`src/rtl/sipo_pkg.sv`:
```
// sipo_pkg: shared types for the LSB-first serial receiver.
// Holds the FSM state enum, default width and counter type.
package sipo_pkg;

  localparam int SIPO_DW = 4;
  localparam int SIPO_CW = $clog2(SIPO_DW);

  typedef enum logic [1:0] {
    IDLE   = 2'd0,
    SHIFT  = 2'd1,
    PARITY = 2'd2
  } state_e;

  typedef logic [SIPO_CW-1:0] cnt_t;

endpackage

```
`src/rtl/sipo_lsb.sv`:
```
// sipo_lsb: enable-gated right-shift register, serial in at MSB.
// Ports: clk, rst (async low), en, din -> q (current), nxt (post-shift).
module sipo_lsb #(
  parameter int DW = 4
) (
  input  logic          clk,
  input  logic          rst,
  input  logic          en,
  input  logic          din,
  output logic [DW-1:0] q,
  output logic [DW-1:0] nxt
);

  assign nxt = {din, q[DW-1:1]};

  always_ff @(posedge clk or negedge rst) begin
    if (!rst) begin
      q <= '0;
    end else if (en) begin
      q <= nxt;
    end
  end

endmodule

```
`src/rtl/sipo_lsb_rx.sv`:
```
// sipo_lsb_rx: LSB-first serial receiver, DW bits then optional parity.
// Ports: clk, rst (async low), enb, start, inp -> out, valid, busy,
// par_err. Define SIPO_PARITY_EN to add a trailing even-parity bit.
module sipo_lsb_rx
  import sipo_pkg::*;
#(
  parameter int DW = SIPO_DW
) (
  input  logic          clk,
  input  logic          rst,
  input  logic          enb,
  input  logic          start,
  input  logic          inp,
  output logic [DW-1:0] out,
  output logic          valid,
  output logic          busy,
  output logic          par_err
);

  localparam int CW = $clog2(DW);
  localparam logic [CW-1:0] LAST = CW'(DW-1);

  state_e state;
  state_e state_nxt;

  logic [CW-1:0] cnt;
  logic [CW-1:0] cnt_nxt;
  logic          sh_en;
  logic          done;
  logic [DW-1:0] sr;
  logic [DW-1:0] sr_nxt;

  sipo_lsb #(
    .DW(DW)
  ) u_sr (
    .clk (clk),
    .rst (rst),
    .en  (sh_en),
    .din (inp),
    .q   (sr),
    .nxt (sr_nxt)
  );

  always_ff @(posedge clk or negedge rst) begin
    if (!rst) begin
      state <= IDLE;
      cnt   <= '0;
    end else begin
      state <= state_nxt;
      cnt   <= cnt_nxt;
    end
  end

  always_comb begin
    state_nxt = state;
    cnt_nxt   = cnt;
    sh_en     = 1'b0;
    done      = 1'b0;
    unique case (state)
      IDLE: begin
        if (enb && start) begin
          sh_en     = 1'b1;
          cnt_nxt   = CW'(1);
          state_nxt = SHIFT;
        end
      end
      SHIFT: begin
        if (enb) begin
          sh_en = 1'b1;
          if (cnt == LAST) begin
            cnt_nxt = '0;
`ifdef SIPO_PARITY_EN
            state_nxt = PARITY;
`else
            state_nxt = IDLE;
            done      = 1'b1;
`endif
          end else begin
            cnt_nxt = cnt + 1'b1;
          end
        end
      end
      PARITY: begin
        if (enb) begin
          state_nxt = IDLE;
          done      = 1'b1;
        end
      end
      default: begin
        state_nxt = IDLE;
        cnt_nxt   = '0;
      end
    endcase
  end

  assign busy = (state != IDLE);

  // In the parity build the data is already complete in sr when the
  // parity bit arrives; otherwise the last bit is still being shifted.
  always_ff @(posedge clk or negedge rst) begin
    if (!rst) begin
      out   <= '0;
      valid <= 1'b0;
    end else begin
      valid <= done;
      if (done) begin
`ifdef SIPO_PARITY_EN
        out <= sr;
`else
        out <= sr_nxt;
`endif
      end
    end
  end

`ifdef SIPO_PARITY_EN
  always_ff @(posedge clk or negedge rst) begin
    if (!rst) begin
      par_err <= 1'b0;
    end else if (done) begin
      par_err <= (^sr) ^ inp;
    end
  end
`else
  assign par_err = 1'b0;
`endif

endmodule

```
`config.mk`:
```
export PLATFORM = sky130hd
export DESIGN_NAME = sipo_lsb_rx
export DESIGN_NICKNAME = d
export VERILOG_FILES = /design/src/rtl/sipo_pkg.sv /design/src/rtl/sipo_lsb.sv /design/src/rtl/sipo_lsb_rx.sv
export SDC_FILE = /design/constraint.sdc
export NUM_CORES = 1
export LEC_CHECK = 0
export ABC_AREA = 1
export BUFFER_PORTS_ARGS = -buffer_cell sky130_fd_sc_hd__buf_2
export CAP_MARGIN = 40
export CORE_AREA = 2 2 39 41
export DETAILED_ROUTE_END_ITERATION = 10
export DIE_AREA = 0 0 41 43
export SYNTH_ARGS = -nofsm -noshare
export SYNTH_HDL_FRONTEND = slang
export SYNTH_SLANG_ARGS = --single-unit
```
`constraint.sdc`:
```
create_clock -name clk -period 1.3 [get_ports clk]
set_clock_uncertainty 0.2 [all_clocks]
set_input_delay 0.39 -clock clk [delete_from_list [all_inputs] [get_ports clk]]
set_output_delay 0.39 -clock clk [all_outputs]
set_load 0.02 [all_outputs]
```
==> flow_metrics.py, run 1 <==
metrics = {
    "final_layout": {
        "fin_cells": 86,
        "syn_to_final_growth_pct": 30.96,
        "final_layout_size_suffix_gt1_share_pct": 34.29,
        "final_area_um2": 666.9,
        "insertedDiodeCount": 0,
        "fin_nets": 77,
    },
    "clocking": {
        "cts_htree_levels": 1,
        "clkSinkCount": 11,
        "cts_buffers": 3,
        "clk_latency_ns": 0.28,
        "clock-root-buffer": "clkbuf_4",
        "path_clk_slew_ns": 0.08,
        "cts_buffer_depth": 2,
        "cts_tree": "yes",
    },
    "run_status": {
        "violations": "negative setup slack",
        "status": "finished with violations",
    },
    "routing": {
        "routedWlPerCell_um": 11.26,
        "drc": 0,
        "drtIter0Drc": 7,
        "postRouteAntennaNets": 0,
        "vias": 409,
        "first_pass_iters": 2,
        "finalWirelength_um": 968,
        "via_per_inst": 4.756,
    },
    "die": {
        "rows": 14,
        "dieHeight_um": 43,
        "fp.dieW_um": 41,
        "io_pins": 12,
        "initial_utilization_pct": 36.80,
        "core_um2": 1384,
        "fp.dieArea_um2": 1763,
    },
    "pwr": {
        "irDropWorstVdd_uv": 708.0,
        "p_leak_nw": 0.3705,
        "p_total_mw": 1.509,
        "p_per_area_nw_per_um2": 2263,
    },
    "setup_path": {
        "end_kind": "primary output",
        "r2r_end": "out[2]",
        "slowest_delay_ns": 0.40,
        "worstPathCellList": "buf_6",
        "rr_worst_depth": 4,
        "crit_slowest_cell": "dfrtp_1",
        "path_delay_family": "flip-flops",
        "cp-start-kind": "flop",
        "reg2reg_slack_ns": 0.11,
        "path_class": "reg2out",
        "cp.required_ns": 0.71,
        "critPathBufInv": 1,
        "cp_max_fo": 2,
        "reg2reg_from": "cnt[0]",
        "arrival_ns": 0.81,
    },
    "placement": {
        "globalplace.congestion": 0.7862,
        "place.port_buffers": 10,
        "placed_area_um2": 560.5,
        "dpl.hpwl_um": 696.4,
        "placed_cells": 77,
    },
    "global_route": {
        "grt.total_usage_pct": 14.71,
        "antenna_found_initial": 0,
        "grt_pass1_wl_um": 1662,
        "grt_pass1_vias": 396,
        "gr-total-overflow": 0,
        "grt_max_degree": 12,
    },
    "timing": {
        "fmax_mhz": 713.6,
        "rsz0062_at_grt": "true",
        "tns_ns": -0.5217,
        "holdWs_ns": 0.1413,
        "hold_viol_final": 0,
        "setup_ws_ns": -0.1014,
        "drv_slew": 0,
        "finalCriticalPeriod_ns": 1.401,
        "finalSetupViolCount": 6,
        "period_share_pct": 107.8,
    },
    "logic_synthesis": {
        "synthCells": 53,
        "synth_ff_type": "dfrtp_1",
        "avgSynthCellArea_um2": 9.608,
        "synth.most_common_cell": "nand2_1",
        "synth_area_um2": 509.2,
        "synth.top_cell.area_share_pct": 54.05,
        "yosys_warnings": 0,
        "synth_edf_count": 0,
        "ys_seq_elements": 11,
        "synth_cell_types": 12,
        "yosys-top-cells-count": "nand2_1 (20), dfrtp_1 (11), nand3_1 (5), nand4_1 (4)",
        "post-synth-top-area-cell": "dfrtp_1",
        "syn-num-nets": 59,
        "ys_top_cells_by_area": "dfrtp_1 (54%), nand2_1 (15%), nand2_4 (6.6%)",
        "yosysSeqAreaShare_pct": 54.05,
        "async_reset_ff_share_pct": 100.0,
    },
    "worst_hold_path": {
        "hold_start": "inp",
        "worstHoldEndpoint": "u_sr.q[3]",
        "hold_depth": 3,
        "worstHoldPathType": "in2reg",
    },
    "job": {
        "maxCapViolCount": 0,
    },
}
-- per-stage QoR --
step | worst slack, ns | util (%)
3_3_place_gp | 0.1194 | 40.51
5_1_grt | -0.1290 | 48.19
6_report | -0.1014 | 48.19
2_1_floorplan | 0.1316 | -
3_5_place_dp | 0.08585 | 40.51
4_1_cts | -0.1021 | 48.01
-- routing by layer --
layer	part of all wire, %	GRT usage [%]	up-vias
met5	0	0	-
met4	4.4	14.00	0
met3	3.0	3.141	5
met2	52	21.25	11
met1	40	16.61	192
li1	-	-	201
-- layout make-up --
| type | instances | area [um^2] |
|---|---|---|
| fillers | 144 | 716.9 |
| flip-flops and latches | 11 | 275.3 |
| multi-input cells | 35 | 195.2 |
| repair buffers | 16 | 135.1 |
| clock buffers | 4 | 26.28 |
| well taps | 16 | 20.02 |
| inverters | 4 | 15.01 |
-- registers in the layout, summed over array words and instances (netlist names) --
register / count
u_sr.q: 3
state: 1
out: 4
cnt: 2
valid: 1
-- cells in the final DEF, fill, tap and decap left out --
cell type	n
buf_4	5
buf_6	6
nand3_4	1
nand4_1	4
buf_2	4
nand2_4	3
nand2_1	20
clkbuf_1	1
inv_2	1
dfrtp_1	11
dlygate4sd3_1	1
clkbuf_4	3
inv_1	3
conb_1	1
ha_2	1
nand3_1	5
-- worst max path at each step --
stage | start | endpoint | slack, ns | cells after the start
floorplan | state[0] | u_sr.q[1] | 0.13 | 5
global placement | enb | u_sr.q[2] | 0.12 | 4
detailed placement | cnt[0] | out[1] | 0.09 | 4
CTS | state[0] | busy | -0.10 | 1
global route | out[1] | out[1] | -0.13 | 1
finish | out[0] | out[0] | -0.10 | 1
-- timing repair --
action | in CTS | in global routing
gates resized for setup | 12 | 1
endpoints found under the setup margin | 6 | 14
endpoints found under the hold margin | 11 | 0
hold buffers | 1 | 0
buffers inserted | 4 | 1
-- cell families after synthesis --
logic type               count (synthesis)  share of synthesized area [%]
adder cells (fa/ha/maj)                  1                          2.457
other                                    1                         0.7364
AND/OR/NAND/NOR                         33                          34.64
buffers and inverters                    7                          8.106
flip-flops                              11                          54.05
-- power by group --
part           switching (mW)  leakage [nW]  internal, mW
clock                   0.124        0.0150         0.119
sequential              0.103         0.136         0.485
combinational           0.335         0.219         0.342
total                   0.562         0.370         0.947
No activity file was read; power rests on OpenSTA's default activity.
==> inputs of run 2 (changes only) <==
--- a/config.mk
+++ b/config.mk
@@ -9,8 +9,10 @@
 export BUFFER_PORTS_ARGS = -buffer_cell sky130_fd_sc_hd__buf_2
 export CAP_MARGIN = 40
 export CORE_AREA = 2 2 39 41
+export CTS_CLUSTER_SIZE = 12
 export DETAILED_ROUTE_END_ITERATION = 10
 export DIE_AREA = 0 0 41 43
+export GPL_TIMING_DRIVEN = 0
 export SYNTH_ARGS = -nofsm -noshare
 export SYNTH_HDL_FRONTEND = slang
 export SYNTH_SLANG_ARGS = --single-unit
==> flow_metrics.py, run 2 (synthesized netlist as in run 1, its figures left out) <==
metrics = {
    "placement": {
        "dpl.hpwl_um": 614.9,
        "globalplace.congestion": 0.7105,
        "place.port_buffers": 9,
        "placed_area_um2": 574.3,
        "post-place-ws_ns": 0.07952,
        "placed_cells": 78,
    },
    "setup_path": {
        "worstPathCellList": "buf_6",
        "crit_slowest_cell": "dfrtp_1",
        "path_class": "reg2out",
        "critPathBufInv": 1,
        "cp.required_ns": 0.71,
        "rr_worst_depth": 6,
        "cp_max_fo": 2,
        "arrival_ns": 0.80,
        "worst-path-stages": 1,
        "end_kind": "primary output",
        "slowest_delay_ns": 0.40,
        "path_delay_family": "flip-flops",
        "cp-start-kind": "flop",
    },
    "routing": {
        "postRouteAntennaNets": 0,
        "finalWirelength_um": 889,
        "routedWlPerCell_um": 10.10,
        "drc": 0,
        "drtIter0Drc": 2,
        "first_pass_iters": 4,
        "via_per_inst": 4.500,
        "vias": 396,
    },
    "timing": {
        "setup_ws_ns": -0.08896,
        "period_share_pct": 106.8,
        "hold_viol_final": 0,
        "fmax_mhz": 720.0,
        "finalCriticalPeriod_ns": 1.389,
        "rsz0062_at_grt": "true",
        "drv_slew": 0,
        "finalSetupViolCount": 6,
    },
    "worst_hold_path": {
        "hold_depth": 3,
        "worstHoldPathType": "in2reg",
    },
    "global_route": {
        "grt_max_degree": 12,
        "gr-total-overflow": 0,
        "grt.total_usage_pct": 13.39,
        "grt_pass1_vias": 365,
        "antenna_found_initial": 0,
        "grt_pass1_wl_um": 1449,
    },
    "job": {
        "maxCapViolCount": 0,
    },
    "clocking": {
        "cts_buffer_depth": 2,
        "path_clk_slew_ns": 0.07,
        "cts_tree": "yes",
        "clk_latency_ns": 0.27,
        "cts_buffers": 3,
        "clkSinkCount": 11,
        "cts_htree_levels": 1,
        "clock-root-buffer": "clkbuf_4",
    },
    "final_layout": {
        "final_area_um2": 691.9,
        "fin_nets": 79,
        "final_layout_size_suffix_gt1_share_pct": 36.11,
        "syn_to_final_growth_pct": 35.87,
        "nFillCells": 133,
        "layout_common_cells": "nand2_1 (20), dfrtp_1 (11), buf_6 (8)",
        "fin_cells": 88,
        "insertedDiodeCount": 0,
        "regMostFlops": "out",
        "layout.cells.most_common": "nand2_1",
        "reg_top3": "out (4), u_sr.q (3), cnt (2)",
        "largest_reg_flops": 4,
    },
    "pwr": {
        "irDropWorstVdd_uv": 778.3,
        "p_per_area_nw_per_um2": 2188,
        "p_leak_nw": 0.3841,
    },
    "die": {
        "initial_utilization_pct": 36.80,
        "rows": 14,
        "fp.dieArea_um2": 1763,
        "core_um2": 1384,
        "io_pins": 12,
        "dieHeight_um": 43,
        "fp.dieW_um": 41,
    },
    "run_status": {
        "status": "finished with violations",
        "violations": "negative setup slack",
    },
}
-- run 2: timing repair --
action | in CTS | in global routing
hold endpoints to repair | 11 | 0
endpoints found under the setup margin | 6 | 8
hold buffers | 1 | 0
buffers inserted | 2 | 3
resized for setup | 12 | 2
-- run 2: layout make-up --
cell class,instances,area (um^2),area share [%]
inverters,4,15.01,2.170
multi-input cells,35,195.2,28.21
flip-flops and latches,11,275.3,39.78
well taps,16,20.02,2.893
repair buffers,15,130.1,18.81
clock buffers,4,26.28,3.797
plain buffers,3,30.03,4.340
-- run 2: metrics by stage --
step                TNS [ns]  hold WS [ns]  util, %  total power, mW
floorplan                  0       -0.1056        -           0.9306
global placement           0       0.06894    41.50            1.061
detailed placement         0       0.07133    41.50            1.073
CTS                  -0.4971        0.1503    47.92            1.457
global route         -0.7131        0.1644    50.00            1.635
finish               -0.4673        0.1522    50.00            1.514
-- run 2: worst paths after layout --
check / startpoint / endpoint / slack (ns)
max in group asynchronous: rst / out[3] / 0.38
max reg2reg: state[0] / u_sr.q[3] / 0.06
min in group asynchronous: rst / state[0] / 0.32
min reg2reg: u_sr.q[3] / u_sr.q[2] / 0.30
min: inp / u_sr.q[3] / 0.15
max: state[0] / busy / -0.09
-- run 2: per-layer routing --
layer / global-route usage, % / share of wire [%] / up-vias
li1: - / - / 207
met4: 14.00 / 5.1 / 0
met3: 6.283 / 3.6 / 4
met5: 0 / 0 / -
met2: 19.06 / 47 / 10
met1: 12.62 / 44 / 175
-- run 2: power by group --
| group | total (mW) | internal (mW) | leakage [nW] | switching (mW) |
|---|---|---|---|---|
| registers | 0.582 | 0.486 | 0.136 | 0.0962 |
| clock network | 0.230 | 0.119 | 0.0150 | 0.111 |
| logic | 0.703 | 0.365 | 0.233 | 0.338 |
==> inputs of run 3 (changes only) <==
--- a/config.mk
+++ b/config.mk
@@ -13,6 +13,8 @@
 export DETAILED_ROUTE_END_ITERATION = 10
 export DIE_AREA = 0 0 41 43
 export GPL_TIMING_DRIVEN = 0
+export PLACE_DENSITY = 0.65
 export SYNTH_ARGS = -nofsm -noshare
 export SYNTH_HDL_FRONTEND = slang
+export SYNTH_HIERARCHICAL = 1
 export SYNTH_SLANG_ARGS = --single-unit
==> flow_metrics.py, run 3 <==
metrics = {
    "pwr": {
        "p_leak_nw": 0.4052,
        "p_total_mw": 1.558,
        "irDropWorstVdd_uv": 687.9,
        "p_per_area_nw_per_um2": 2169,
    },
    "logic_synthesis": {
        "syn-num-nets": 61,
        "avgSynthCellArea_um2": 9.350,
        "synth_area_um2": 514.2,
        "yosys_warnings": 6,
        "synthCells": 55,
    },
    "final_layout": {
        "nFillCells": 119,
        "final_area_um2": 718.2,
        "syn_to_final_growth_pct": 39.66,
        "multi_input_area_um2": 191.4,
        "fin_util_pct": 51.90,
        "regMostFlops": "out",
        "insertedDiodeCount": 0,
        "layout.cells.most_common": "nand2_1",
        "final_layout_size_suffix_gt1_share_pct": 39.47,
        "final-seq-area_um2": 275.3,
        "reg_top3": "out (4), u_sr/q (3), cnt (2)",
        "fin_nets": 83,
        "largest_reg_flops": 4,
        "layout_common_cells": "nand2_1 (23), dfrtp_1 (11), buf_4 (9)",
    },
    "global_route": {
        "grt_pass1_vias": 379,
        "gr-total-overflow": 0,
        "antenna_found_initial": 0,
        "grt_pass1_wl_um": 1545,
        "grt.total_usage_pct": 13.49,
        "grt_max_degree": 12,
    },
    "setup_path": {
        "critPathBufInv": 1,
        "rr_worst_depth": 6,
        "cp.required_ns": 0.71,
        "crit_slowest_cell": "dfrtp_1",
        "path_delay_family": "flip-flops",
        "reg2reg_slack_ns": 0.09,
        "r2r_end": "u_sr/q[1]",
        "arrival_ns": 0.79,
        "path_class": "reg2out",
        "cp_max_fo": 2,
        "slowest_delay_ns": 0.39,
        "reg2reg_from": "state[0]",
        "end_kind": "primary output",
        "cp-start-kind": "flop",
        "worstPathCellList": "buf_6",
    },
    "die": {
        "fp.dieArea_um2": 1763,
        "io_pins": 12,
        "rows": 14,
        "core_um2": 1384,
        "fp.dieW_um": 41,
        "initial_utilization_pct": 37.16,
        "dieHeight_um": 43,
    },
    "routing": {
        "finalWirelength_um": 860,
        "routedWlPerCell_um": 9.348,
        "vias": 412,
        "via_per_inst": 4.478,
        "drtIter0Drc": 12,
        "drc": 0,
        "first_pass_iters": 2,
        "postRouteAntennaNets": 0,
    },
    "clocking": {
        "path_clk_slew_ns": 0.06,
        "cts_buffers": 3,
        "cts_buffer_depth": 2,
        "cts_htree_levels": 1,
        "clk_latency_ns": 0.26,
        "cts_tree": "yes",
        "clkSinkCount": 11,
        "clock-root-buffer": "clkbuf_4",
    },
    "timing": {
        "rsz0062_at_grt": "true",
        "fmax_mhz": 724.2,
        "finalSetupViolCount": 6,
        "tns_ns": -0.4322,
        "period_share_pct": 106.2,
        "hold_viol_final": 0,
        "finalCriticalPeriod_ns": 1.381,
        "drv_slew": 0,
        "setup_ws_ns": -0.08089,
    },
    "placement": {
        "place.port_buffers": 9,
        "globalplace.congestion": 0.7610,
        "placed_area_um2": 579.3,
        "dpl.hpwl_um": 595.1,
        "post-place-ws_ns": 0.08211,
    },
    "run_status": {
        "violations": "negative setup slack",
        "status": "finished with violations",
    },
    "worst_hold_path": {
        "hold_start": "inp",
        "hold_depth": 3,
        "worstHoldPathType": "in2reg",
        "worstHoldEndpoint": "u_sr/q[3]",
    },
    "job": {
        "maxCapViolCount": 0,
    },
}
run 3: routing by layer:
metal  wire, um  track usage, %
met5          0               0
met4         17           8.000
met3         47           6.283
met2        401           19.06
met1        394           15.95
run 3: final cells by class:
| type | count | share of cell area (%) |
|---|---|---|
| inverters | 5 | 2.613 |
| clock buffers | 4 | 3.659 |
| well taps | 16 | 2.787 |
| flip-flops and latches | 11 | 38.33 |
| plain buffers | 4 | 5.749 |
| multi-input cells | 35 | 26.66 |
| repair buffers | 17 | 20.21 |
run 3: where the power goes:
part	leakage (nW)	internal [mW]	switching, mW
registers	0.136	0.486	0.0947
logic	0.254	0.406	0.344
clock network	0.0150	0.119	0.109
total	0.405	1.01	0.548
run 3: worst max path at each step:
| stage | start | end | slack, ns | cells past startpoint |
|---|---|---|---|---|
| after floorplan | state[0] | u_sr/q[2] | 0.1 | 6 |
| after global placement | cnt[0] | out[1] | 0.09 | 4 |
| after detailed placement | cnt[0] | out[0] | 0.08 | 4 |
| after CTS | out[1] | out[1] | -0.09 | 1 |
| after global routing | out[3] | out[3] | -0.12 | 1 |
| final | out[0] | out[0] | -0.08 | 1 |
run 3: per-stage QoR:
step	hold slack, ns	std cells
5_1_grt	0.1455	92
3_3_place_gp	0.06957	80
6_report	0.1586	92
2_1_floorplan	-0.1056	55
4_1_cts	0.1518	90
3_5_place_dp	0.07523	80
run 3: repair_timing:
action / CTS / global route
gates resized for setup: 12 / 3
setup buffers: 5 / 2
hold buffers: 1 / 0
cloned: 0 / 0
setup endpoints to repair: 6 / 12
endpoints found under the hold margin: 11 / 0
